`config.mk`:
```
export PLATFORM = sky130hd
export DESIGN_NAME = sync_fifo_prog
export DESIGN_NICKNAME = d
export VERILOG_FILES = /design/src/rtl/sync_fifo_prog.sv
export SDC_FILE = /design/constraint.sdc
export NUM_CORES = 1
export LEC_CHECK = 0
export CORE_UTILIZATION = 64
export DETAILED_ROUTE_END_ITERATION = 16
export PLACE_DENSITY = 0.8
export REMOVE_ABC_BUFFERS = 1
export SYNTH_ARGS = -nofsm -noshare
export SYNTH_HDL_FRONTEND = slang
export SYNTH_SLANG_ARGS = --single-unit
```
`constraint.sdc`:
```
create_clock -name clk -period 5.9 [get_ports clk]
set_clock_uncertainty 0.15 [all_clocks]
set_input_delay 0.59 -clock clk [delete_from_list [all_inputs] [get_ports clk]]
set_output_delay 0.59 -clock clk [all_outputs]
set_load 0.05 [all_outputs]
```
`src/rtl/sync_fifo_prog.sv`:
```
// rtl/sync_fifo_prog.sv - single-clock FWFT FIFO with programmable thresholds, occupancy and sticky error flags
module sync_fifo_prog #(
    parameter int DW = 24,
    parameter int AW = 4,
    parameter int CW = AW + 1
) (
    input  logic          clk,
    input  logic          rst,
    input  logic          flush,
    input  logic          push,
    input  logic [DW-1:0] data_in,
    output logic          full,
    output logic          alFull,
    input  logic          pop,
    output logic          vld,
    output logic [DW-1:0] data_out,
    output logic          empty,
    output logic          alEmpty,
    input  logic [CW-1:0] af_thresh,
    input  logic [CW-1:0] ae_thresh,
    output logic [CW-1:0] count,
    output logic [CW-1:0] max_count,
    input  logic          clear_err,
    output logic          ovf,
    output logic          udf
);

    localparam int            DEPTH   = 2 ** AW;
    localparam logic [CW-1:0] DEPTH_C = CW'(DEPTH);

    logic [DW-1:0] mem_q [DEPTH];

    logic [AW-1:0] wr_ptr_q, wr_ptr_d;
    logic [AW-1:0] rd_ptr_q, rd_ptr_d;
    logic [CW-1:0] cnt_q, cnt_d;
    logic [CW-1:0] max_q, max_d;
    logic          ovf_q, ovf_d;
    logic          udf_q, udf_d;
    logic          acc_push, acc_pop;
    logic          ovf_set, udf_set;

    // Status is decoded purely from registered occupancy so it never
    // depends combinationally on push/pop.
    assign full      = (cnt_q == DEPTH_C);
    assign empty     = (cnt_q == '0);
    assign vld       = !empty;
    assign alFull    = (cnt_q >= af_thresh);
    assign alEmpty   = (cnt_q <= ae_thresh);
    assign count     = cnt_q;
    assign max_count = max_q;
    assign ovf       = ovf_q;
    assign udf       = udf_q;
    assign data_out  = mem_q[rd_ptr_q];

    always_comb begin
        acc_push = push && !full && !flush;
        acc_pop  = pop && vld && !flush;
        ovf_set  = push && full && !flush;
        udf_set  = pop && !vld && !flush;

        wr_ptr_d = wr_ptr_q;
        rd_ptr_d = rd_ptr_q;
        cnt_d    = cnt_q;

        if (flush) begin
            wr_ptr_d = '0;
            rd_ptr_d = '0;
            cnt_d    = '0;
        end else begin
            if (acc_push) begin
                wr_ptr_d = wr_ptr_q + AW'(1);
            end
            if (acc_pop) begin
                rd_ptr_d = rd_ptr_q + AW'(1);
            end
            if (acc_push && !acc_pop) begin
                cnt_d = cnt_q + CW'(1);
            end else if (!acc_push && acc_pop) begin
                cnt_d = cnt_q - CW'(1);
            end
        end

        // A same-cycle set beats clear_err so no error event is lost.
        if (ovf_set) begin
            ovf_d = 1'b1;
        end else if (clear_err) begin
            ovf_d = 1'b0;
        end else begin
            ovf_d = ovf_q;
        end

        if (udf_set) begin
            udf_d = 1'b1;
        end else if (clear_err) begin
            udf_d = 1'b0;
        end else begin
            udf_d = udf_q;
        end

        if (clear_err) begin
            max_d = cnt_d;
        end else if (cnt_d > max_q) begin
            max_d = cnt_d;
        end else begin
            max_d = max_q;
        end
    end

    always_ff @(posedge clk) begin
        if (rst) begin
            wr_ptr_q <= '0;
            rd_ptr_q <= '0;
            cnt_q    <= '0;
            max_q    <= '0;
            ovf_q    <= 1'b0;
            udf_q    <= 1'b0;
        end else begin
            wr_ptr_q <= wr_ptr_d;
            rd_ptr_q <= rd_ptr_d;
            cnt_q    <= cnt_d;
            max_q    <= max_d;
            ovf_q    <= ovf_d;
            udf_q    <= udf_d;
        end
    end

    // Storage is deliberately left unreset; only the pointers give it meaning.
    always_ff @(posedge clk) begin
        if (!rst && acc_push) begin
            mem_q[wr_ptr_q] <= data_in;
        end
    end

endmodule

```
# Word-level counts from Yosys, hierarchy flattened
# Memory sizes are Yosys's and may differ from the RTL's. A register that Yosys moved wholly into a read port is not among the register bits.
# Cells that the tools add are included.
# Widths: inputs -> output; s select.
# totals
regBits	20
ram_bits	384
in_bits	40
out_inout_bits	41
word_cells	49
memories	1
# classes
addsub	4
n_lt_le_gt_ge	3
n_eq_ne	1
n_mux	12
n_reduce_logical	22
# memory_table
memory	depth	word_bits	read_ports	rd_ports_with_merged_regs	wr	line_no	text
mem_q	16	24	1	1	1	31	logic [DW-1:0] mem_q [DEPTH];
# ops
operator	count
$mux 5	5
$logic_and 1x1->1	11
$add 4x1->4 const B	2
$mux 4	2
$logic_not 1->1	6
$reduce_bool 2->1	3
$add 5x1->5 const B	1
$eq 5x5->1 const B	1
$ge 5x5->1	1
$gt 5x5->1	1
$le 5x5->1	1
$logic_not 5->1	1
$mux 1	5
$sub 5x1->5 const B	1
$reduce_or 2->1	1

# Logic depth before layout (Yosys ltp)
# Gate-level depths: netlist of the first run.
# logic_depth
ltp_word	12
depth_mapped	15
mapped_depth_nobuf	14

# Least setup slack after synthesis of the first run
# OpenSTA, ideal clock, no wires.
# synth_path
kind	reg2reg
from	register cnt_q[0] (netlist: count[0])
to	register max_q[1] (netlist: max_count[1])
setup_ns	0.070
arrival_time_ns	3.878
required_time_ns	5.680
path_slack_ns	1.802
stages_incl_launch_ff	16
path_buffers	1
period_less_slack_ns	4.098
cell_sequence	dfxtp_1 > inv_1 > ha_1 > or4b_4 > clkinv_4 > o211ai_2 > a2bb2o_1 > xnor2_1 > nor2_1 > ha_1 > and3_1 > nand4b_1 > a21bo_2 > clkbuf_1 > or4_1 > a21oi_1
# synth_between
word_cells_on_any_way	21
classes_between	2 x add/sub; 1 x order compare; 1 x eq/ne; 5 x mux; 12 x reduce/logical
# synth_lines
item	line_no	text
start, declared	35	logic [CW-1:0] cnt_q, cnt_d;
start signal, assigned	120	cnt_q <= cnt_d;
$logic_not 5->1 *	45	assign empty = (cnt_q == '0);
$logic_not 1->1 *	46	assign vld = !empty;
via vld	15	output logic vld,
$logic_and 1x1->1 * (2 in series)	57	acc_pop = pop && vld && !flush;
$logic_and 1x1->1 / $logic_not 1->1 (equally long branches)	78, 76	
$mux 5 / $logic_and 1x1->1 (equally long branches)	78, 76	
$mux 5 *	76	if (acc_push && !acc_pop) begin
$mux 5 *	65	if (flush) begin
via cnt_d[3]	35	
$gt 5x5->1 *	102	end else if (cnt_d > max_q) begin
$reduce_bool 2->1 (no source line) *	--	
end signal, assigned	121	max_q <= max_d;
end, declared	36	logic [CW-1:0] max_q, max_d;
# Mark *: on every way through the listed nets, which the timed path passes. The rest lies on a longest branch. The select of a mux whose other input is x is not followed.
# A chain may end at the register's enable or synchronous reset.

==> results of run 1 <==
## synth_stat cells (all sizes together), types with 2 or more instances
| cell type | instances |
|---|---|
| edfxtp | 384 |
| mux4 | 120 |
| nor2 | 35 |
| dfxtp | 24 |
| clkbuf | 22 |
| ha | 22 |
| inv | 19 |
| buf | 11 |
| nand2 | 10 |
| nor2b | 6 |
| xnor2 | 5 |
| a21o | 4 |
| xor2 | 4 |
| a21oi | 3 |
| mux2i | 3 |
| nand2b | 3 |
| nand3b | 3 |
| nor4 | 3 |
| o21a | 3 |
| a211oi | 2 |
| nand3 | 2 |
| nand4 | 2 |
| nand4bb | 2 |
| nor3 | 2 |
| o22ai | 2 |
| or2 | 2 |
| or4 | 2 |
## tightest hold or removal path: stages, from the launching register on
cell and delay [ns]:
dfxtp_1 0.34, nand2_1 0.06, a21oi_1 0.06
## power by group through the flow
stage	clock [mW]	combinational, mW	sequential (mW)
finish	2.46	0.199	3.18
global route	2.59	0.210	3.18
global placement	0	0.184	3.24
CTS	2.48	0.198	3.18
detailed placement	0	0.194	3.24
floorplan	0	0.0915	3.25
## metrics by stage
stage	cells	hold WS, ns
6_report	1179	0.362
4_1_cts	1177	0.362
5_1_grt	1178	0.386
3_3_place_gp	1113	0.345
3_5_place_dp	1113	0.348
2_1_floorplan	687	0.335
## flip-flops by register name, summed over array words and instances (netlist names), named ones only
name	cells
count	5
max_count	5
mem_q	384
ovf	1
rd_ptr_q	4
udf	1
wr_ptr_q	4
## kinds of logic (layout without fill, tap and decap cells)
logic type / after synthesis / in the layout / share of synthesized area, %
xor gates and xnor gates: 9 / 9 / 0.495
AOI/OAI and AO/OA: 26 / 26 / 1.34
muxes: 123 / 123 / 17.2
other: 0 / 2 / 0
buffers and inverters: 53 / 186 / 1.32
adders and majority gates: 22 / 22 / 1.73
DFF: 408 / 408 / 75.4
and+or+nand+nor: 79 / 79 / 2.55
## cell usage in the layout (no fill, tap or decap), drive strengths merged, types with 3 or more instances in the layout
cell | netlist | layout
a21o | 4 | 4
a21oi | 3 | 3
buf | 11 | 22
bufinv | 0 | 4
clkbuf | 22 | 46
clkdlybuf4s50 | 0 | 80
clkinv | 1 | 12
dfxtp | 24 | 24
edfxtp | 384 | 384
ha | 22 | 22
inv | 19 | 21
mux2i | 3 | 3
mux4 | 120 | 120
nand2 | 10 | 10
nand2b | 3 | 3
nand3b | 3 | 3
nor2 | 35 | 35
nor2b | 6 | 6
nor4 | 3 | 3
o21a | 3 | 3
xnor2 | 5 | 5
xor2 | 4 | 4
## final timing paths
kind,endpoint,slack (ns),start,cells past startpoint
setup / recovery,data_out[10],1.50,register,4
hold / removal,max_count[1]$_SDFFE_PP0P_,0.36,max_count[1]$_SDFFE_PP0P_,2
setup reg to reg,max_count[1]$_SDFFE_PP0P_,2.06,count[0]$_SDFF_PP0_,14
hold reg to reg,max_count[1]$_SDFFE_PP0P_,0.36,max_count[1]$_SDFFE_PP0P_,2
## layout make-up
type                    instances  area [sq um]
clock inverters                18           194
inverters                      20          80.1
diodes                          2          5.00
clock buffers                  46          1050
repair buffers                102           978
flip-flops and latches        408         12000
multi-input cells             259          3750
fillers                      1268          5910
well taps                     324           405
## metal layers
layer | up-vias | routed length (um)
met5 | - | 0
met4 | 0 | 986
met3 | 78 | 2600
met2 | 441 | 18500
met1 | 4089 | 13300
li1 | 3213 | -
==> impl_metrics.env, run 1 <==
export IMPL_outcome="finished, final reports clean"
export IMPL_use_met1_pct=38.8
export IMPL_internal_power_mw=4.70
export IMPL_critical_path_max_fanout=28
export IMPL_top_usage_layer="met2"
export IMPL_cp_arrival_ns=3.66
export IMPL_setup_viol=0
export IMPL_drtIter0Drc=742
export IMPL_ant_nets=0
export IMPL_start_kind="register"
export IMPL_synth_ff_latch_count=408
export IMPL_fin_crit_sh_pct=74.6
export IMPL_post_route_util_pct=75.8
export IMPL_gp_congestion=0.854
export IMPL_leakagePower_nw=5.76
export IMPL_drive_gt1_share_pct=26.1
export IMPL_cts_buffer_depth=3
export IMPL_cts_buffers=38
export IMPL_slowest_delay_ns=0.73
export IMPL_antenna_found_initial=1
export IMPL_rsz0062_at_grt="no"
export IMPL_ctsResizeCount=0
export IMPL_synth_top_cell_by_area="edfxtp_1"
export IMPL_synth_top_area_share_pct=72.4
export IMPL_synthTopCellsByArea="edfxtp_1 72%, mux4_2 17%, dfxtp_1 3.0%, ha_1 1.7%, nor2_1 0.82%"
export IMPL_die_x_um=160
export IMPL_start_util_pct=65.3
export IMPL_syn_to_final_growth_pct=16.0
export IMPL_worstMarginPinSlew_ns=1.10
export IMPL_slowest_stage="dfxtp_4"
export IMPL_p_seq_share_pct=54.4
export IMPL_row_count=57
export IMPL_synth_avg_cell_area_sq_um=22.1
export IMPL_drv_cap=0
export IMPL_min_path_type="register to register"
export IMPL_seq_area_frac_synth_pct=75.4
export IMPL_clkSinkCount=408
export IMPL_dpl_instance_area_sq_um=17200
export IMPL_cp_top_family="buffers and inverters"
export IMPL_drc=0
export IMPL_setup_tns_final_ns=0
export IMPL_maxSlewHeadroom_pct=26.7
export IMPL_grt_pass1_wl_um=52700
export IMPL_power_total_mw=5.84
export IMPL_die_y_um=160
export IMPL_dr_pass1_iters=5
export IMPL_syn_area_sq_um=15900
export IMPL_combPwrFrac_pct=3.4
export IMPL_io_pins=81
export IMPL_insertion_delay_ns=0.53
export IMPL_num_vias=7821
export IMPL_powerDensity_nw_per_um2=316
export IMPL_syn_inst=720
export IMPL_grt_util_all_layers_pct=29.1
export IMPL_vias_per_cell=6.63
export IMPL_criticalPathCategory="register to primary output"
export IMPL_synthArstFlopShare_pct=0
export IMPL_grt_overflow=0
export IMPL_ys_flop_type="edfxtp_1"
export IMPL_dp_hpwl_um=18300
export IMPL_routedWlPerCell_um=30.0
export IMPL_die_area_sq_um=25500
export IMPL_peakVddDrop_mv=0.177
export IMPL_netSwitchingFraction_pct=19.6
export IMPL_drt_total_wl_um=35400
export IMPL_synth_edff_count=384
export IMPL_worst_slack_ns=1.50
export IMPL_cts_hold_buf=0
export IMPL_grt_max_degree=72
export IMPL_fmax_mhz=227
export IMPL_clock_power_share_pct=42.2
export IMPL_crit_path_end_kind="primary output"
export IMPL_yosysUniqueCellTypes=50
export IMPL_h_tree_depth=2
export IMPL_nets=891
export IMPL_drv_slew=0
export IMPL_layout_min_cycle_time_ns=4.40
export IMPL_grt_pass1_vias=8342
export IMPL_worst_path_most_repeated_cell="mux4_2"
export IMPL_cts_tree="yes"
export IMPL_clk_pin_slew_worst_paths_ns=0.07
export IMPL_numPortBuffers=80
export IMPL_crit_path_cell_trace="buf_4 > mux4_2 > mux4_2 > clkdlybuf4s50_1"
export IMPL_hold_viol_final=0
export IMPL_final_cell_area_sq_um=18500
export IMPL_root_buffer="clkbuf_16"
export IMPL_use_met2_pct=49.8
export IMPL_switchingPower_mw=1.14
export IMPL_post_place_ws_ns=1.77
export IMPL_core_sq_um=24400
export IMPL_synth_yosys_warnings=0
export IMPL_path_buf_inv=2
export IMPL_required_ns=5.16
export IMPL_postCtsSetupBuffers=0
export IMPL_use_met3_pct=4.57
No activity file was read; power rests on OpenSTA's default activity.
==> inputs of run 2 (changes only) <==
--- a/config.mk
+++ b/config.mk
@@ -5,9 +5,9 @@
 export SDC_FILE = /design/constraint.sdc
 export NUM_CORES = 1
 export LEC_CHECK = 0
-export CORE_UTILIZATION = 64
+export CORE_UTILIZATION = 60
 export DETAILED_ROUTE_END_ITERATION = 16
-export PLACE_DENSITY = 0.8
+export PLACE_DENSITY = 0.76
 export REMOVE_ABC_BUFFERS = 1
 export SYNTH_ARGS = -nofsm -noshare
 export SYNTH_HDL_FRONTEND = slang
==> constraint.sdc (replaced) <==
create_clock -name clk -period 4.1 [get_ports clk]
set_clock_uncertainty 0.15 [all_clocks]
set_input_delay 0.41 -clock clk [delete_from_list [all_inputs] [get_ports clk]]
set_output_delay 0.41 -clock clk [all_outputs]
set_load 0.05 [all_outputs]
==> run 2 against run 1 <==
Effect of this change:
- via count fell by 0.51%
- wire length down 3.4%
- clock power increased by 43%
- largest power group unchanged
- power up 44%
- highest routed layer unchanged
- sequential share of layout area down 0.96 points
- design area increased by 1.5%
- critical path type unchanged
- clock-buffer cell count increased by 7
- hold slack better by 0.0044 ns
==> impl_metrics.env, run 2 (same netlist as run 1, synthesis figures left out) <==
export IMPL_h_tree_depth=2
export IMPL_die_y_um=165
export IMPL_ctsResizeCount=0
export IMPL_setup_viol=0
export IMPL_drc=0
export IMPL_dpl_instance_area_sq_um=17500
export IMPL_r2r_start="count[1]$_SDFF_PP0_"
export IMPL_largest_reg_flops=384
export IMPL_die_area_sq_um=27200
export IMPL_drive_gt1_share_pct=26.7
export IMPL_grt_max_degree=56
export IMPL_cp_arrival_ns=3.22
export IMPL_largest_register="mem_q"
export IMPL_worst_path_most_repeated_cell="mux4_2"
export IMPL_final_cell_mix="384 x edfxtp_1, 120 x mux4_2, 80 x clkdlybuf4s50_1"
export IMPL_slowest_delay_ns=0.72
export IMPL_layout_min_cycle_time_ns=3.78
export IMPL_maxSlewHeadroom_pct=51.8
export IMPL_rsz0062_at_grt="no"
export IMPL_grt_pass1_wl_um=50400
export IMPL_cts_hold_buf=0
export IMPL_cts_tree="yes"
export IMPL_root_buffer="clkbuf_16"
export IMPL_cp_top_family="buffers and inverters"
export IMPL_gp_congestion=0.801
export IMPL_whs_ns=0.367
export IMPL_drv_cap=0
export IMPL_outcome="finished, final reports clean"
export IMPL_grt_pass1_vias=8209
export IMPL_worstMarginPinSlew_ns=0.723
export IMPL_min_path_type="register to register"
export IMPL_peakVddDrop_mv=0.364
export IMPL_post_place_ws_ns=0.408
export IMPL_drtIter0Drc=762
export IMPL_vias_per_cell=6.41
export IMPL_powerDensity_nw_per_um2=447
export IMPL_layout_cells_non_filler=1213
export IMPL_fin_crit_sh_pct=92.2
export IMPL_crit_path_cell_trace="buf_4 > mux4_2 > mux4_2 > clkdlybuf4s50_1"
export IMPL_clk_pin_slew_worst_paths_ns=0.06
export IMPL_clkSinkCount=408
export IMPL_final_common_cell="edfxtp_1"
export IMPL_dp_hpwl_um=18900
export IMPL_required_ns=3.54
export IMPL_start_util_pct=61.1
export IMPL_hold_depth=2
export IMPL_min_to="max_count[1]$_SDFFE_PP0P_"
export IMPL_slowest_stage="clkdlybuf4s50_1"
export IMPL_worst_slack_ns=0.321
export IMPL_syn_to_final_growth_pct=17.8
export IMPL_postCtsSetupBuffers=0
export IMPL_num_vias=7781
export IMPL_antenna_found_initial=0
export IMPL_hold_viol_final=0
export IMPL_antenna_cells=0
export IMPL_crit_path_end_kind="primary output"
export IMPL_dr_pass1_iters=5
export IMPL_cts_buffers=41
export IMPL_ant_nets=0
export IMPL_core_sq_um=26100
export IMPL_path_buf_inv=2
export IMPL_routedWlPerCell_um=28.2
export IMPL_critical_path_max_fanout=16
export IMPL_dp_cells=1137
export IMPL_hp_start="max_count[1]$_SDFFE_PP0P_"
export IMPL_drt_total_wl_um=34200
export IMPL_insertion_delay_ns=0.53
export IMPL_final_cell_area_sq_um=18800
export IMPL_numPortBuffers=80
export IMPL_reg2reg_to="max_count[1]$_SDFFE_PP0P_"
export IMPL_nets=907
export IMPL_drv_slew=0
export IMPL_row_count=59
export IMPL_io_pins=81
export IMPL_start_kind="register"
export IMPL_fmax_mhz=265
export IMPL_die_x_um=165
export IMPL_regToRegSetupSlack_ns=0.33
export IMPL_leakagePower_nw=5.87
export IMPL_reg2reg_depth=14
export IMPL_grt_overflow=0
export IMPL_criticalPathCategory="register to primary output"
export IMPL_grt_util_all_layers_pct=26.4
export IMPL_cts_buffer_depth=3
-- run 2: cell types whose count changed in the layout (fill, tap and decap cells not counted), sizes merged --
cell,before,now
buf,22,35
clkbuf,46,53
clkinv,12,19
bufinv,4,2
diode,2,0
-- run 2: metrics by stage --
stage                     power [mW]  TNS (ns)  util [%]
after floorplan                 4.81    -42.20         -
final                           8.39         0      72.0
after CTS                       8.46         0      72.0
after global placement          4.93         0      67.1
after global routing            8.63         0      72.0
after detailed placement        4.95         0      67.1
-- run 2: metal layers --
layer,part of all wire [%],global-route usage (%)
met4,2.8,8.92
met3,6.8,4.57
met5,0,0
met1,38,34.6
met2,52,45.3
-- run 2: where the power goes --
group / internal, mW / switching, mW
Sequential: 4.56 / 0.00821
Combinational: 0.116 / 0.176
Clock: 2.04 / 1.49
-- run 2: final cells by class --
| type | count | area [sq um] |
|---|---|---|
| tap | 335 | 419 |
| fill | 1486 | 7300 |
| multi-input combinational | 259 | 3750 |
| sequential | 408 | 12000 |
| clock buffer | 53 | 1110 |
| clock inverter | 23 | 156 |
| inverter | 20 | 80.1 |
| timing repair buffer | 115 | 1230 |
-- run 2: worst reg2reg max path, cell delays in order (launching register included) --
cell,delay [ns]
dfxtp_1,0.39
inv_1,0.12
ha_1,0.23
or4b_4,0.53
clkinv_4,0.10
o211ai_2,0.14
a2bb2o_1,0.39
xnor2_1,0.17
nor2_1,0.07
ha_1,0.29
and3_1,0.20
nand4b_1,0.09
a21bo_2,0.30
or4_1,0.42
a21oi_1,0.13
-- run 2: how the worst max path moves through the flow --
stage	to	slack, ns	cells after the start
floorplan	data_out[0]	-1.76	2
global placement	max_count[1]$_SDFFE_PP0P_	0.58	14
detailed placement	max_count[1]$_SDFFE_PP0P_	0.41	14
CTS	data_out[23]	0.26	4
global route	max_count[3]$_SDFFE_PP0P_	0.16	14
finish	data_out[7]	0.32	4
==> inputs of run 3 (changes only) <==
--- a/config.mk
+++ b/config.mk
@@ -5,10 +5,12 @@
 export SDC_FILE = /design/constraint.sdc
 export NUM_CORES = 1
 export LEC_CHECK = 0
+export CAP_MARGIN = 30
 export CORE_UTILIZATION = 60
 export DETAILED_ROUTE_END_ITERATION = 16
 export PLACE_DENSITY = 0.76
 export REMOVE_ABC_BUFFERS = 1
+export SLEW_MARGIN = 20
 export SYNTH_ARGS = -nofsm -noshare
 export SYNTH_HDL_FRONTEND = slang
 export SYNTH_SLANG_ARGS = --single-unit
==> results of run 3 <==
No change in the layout: final DEF, timing and power equal those of run 2.
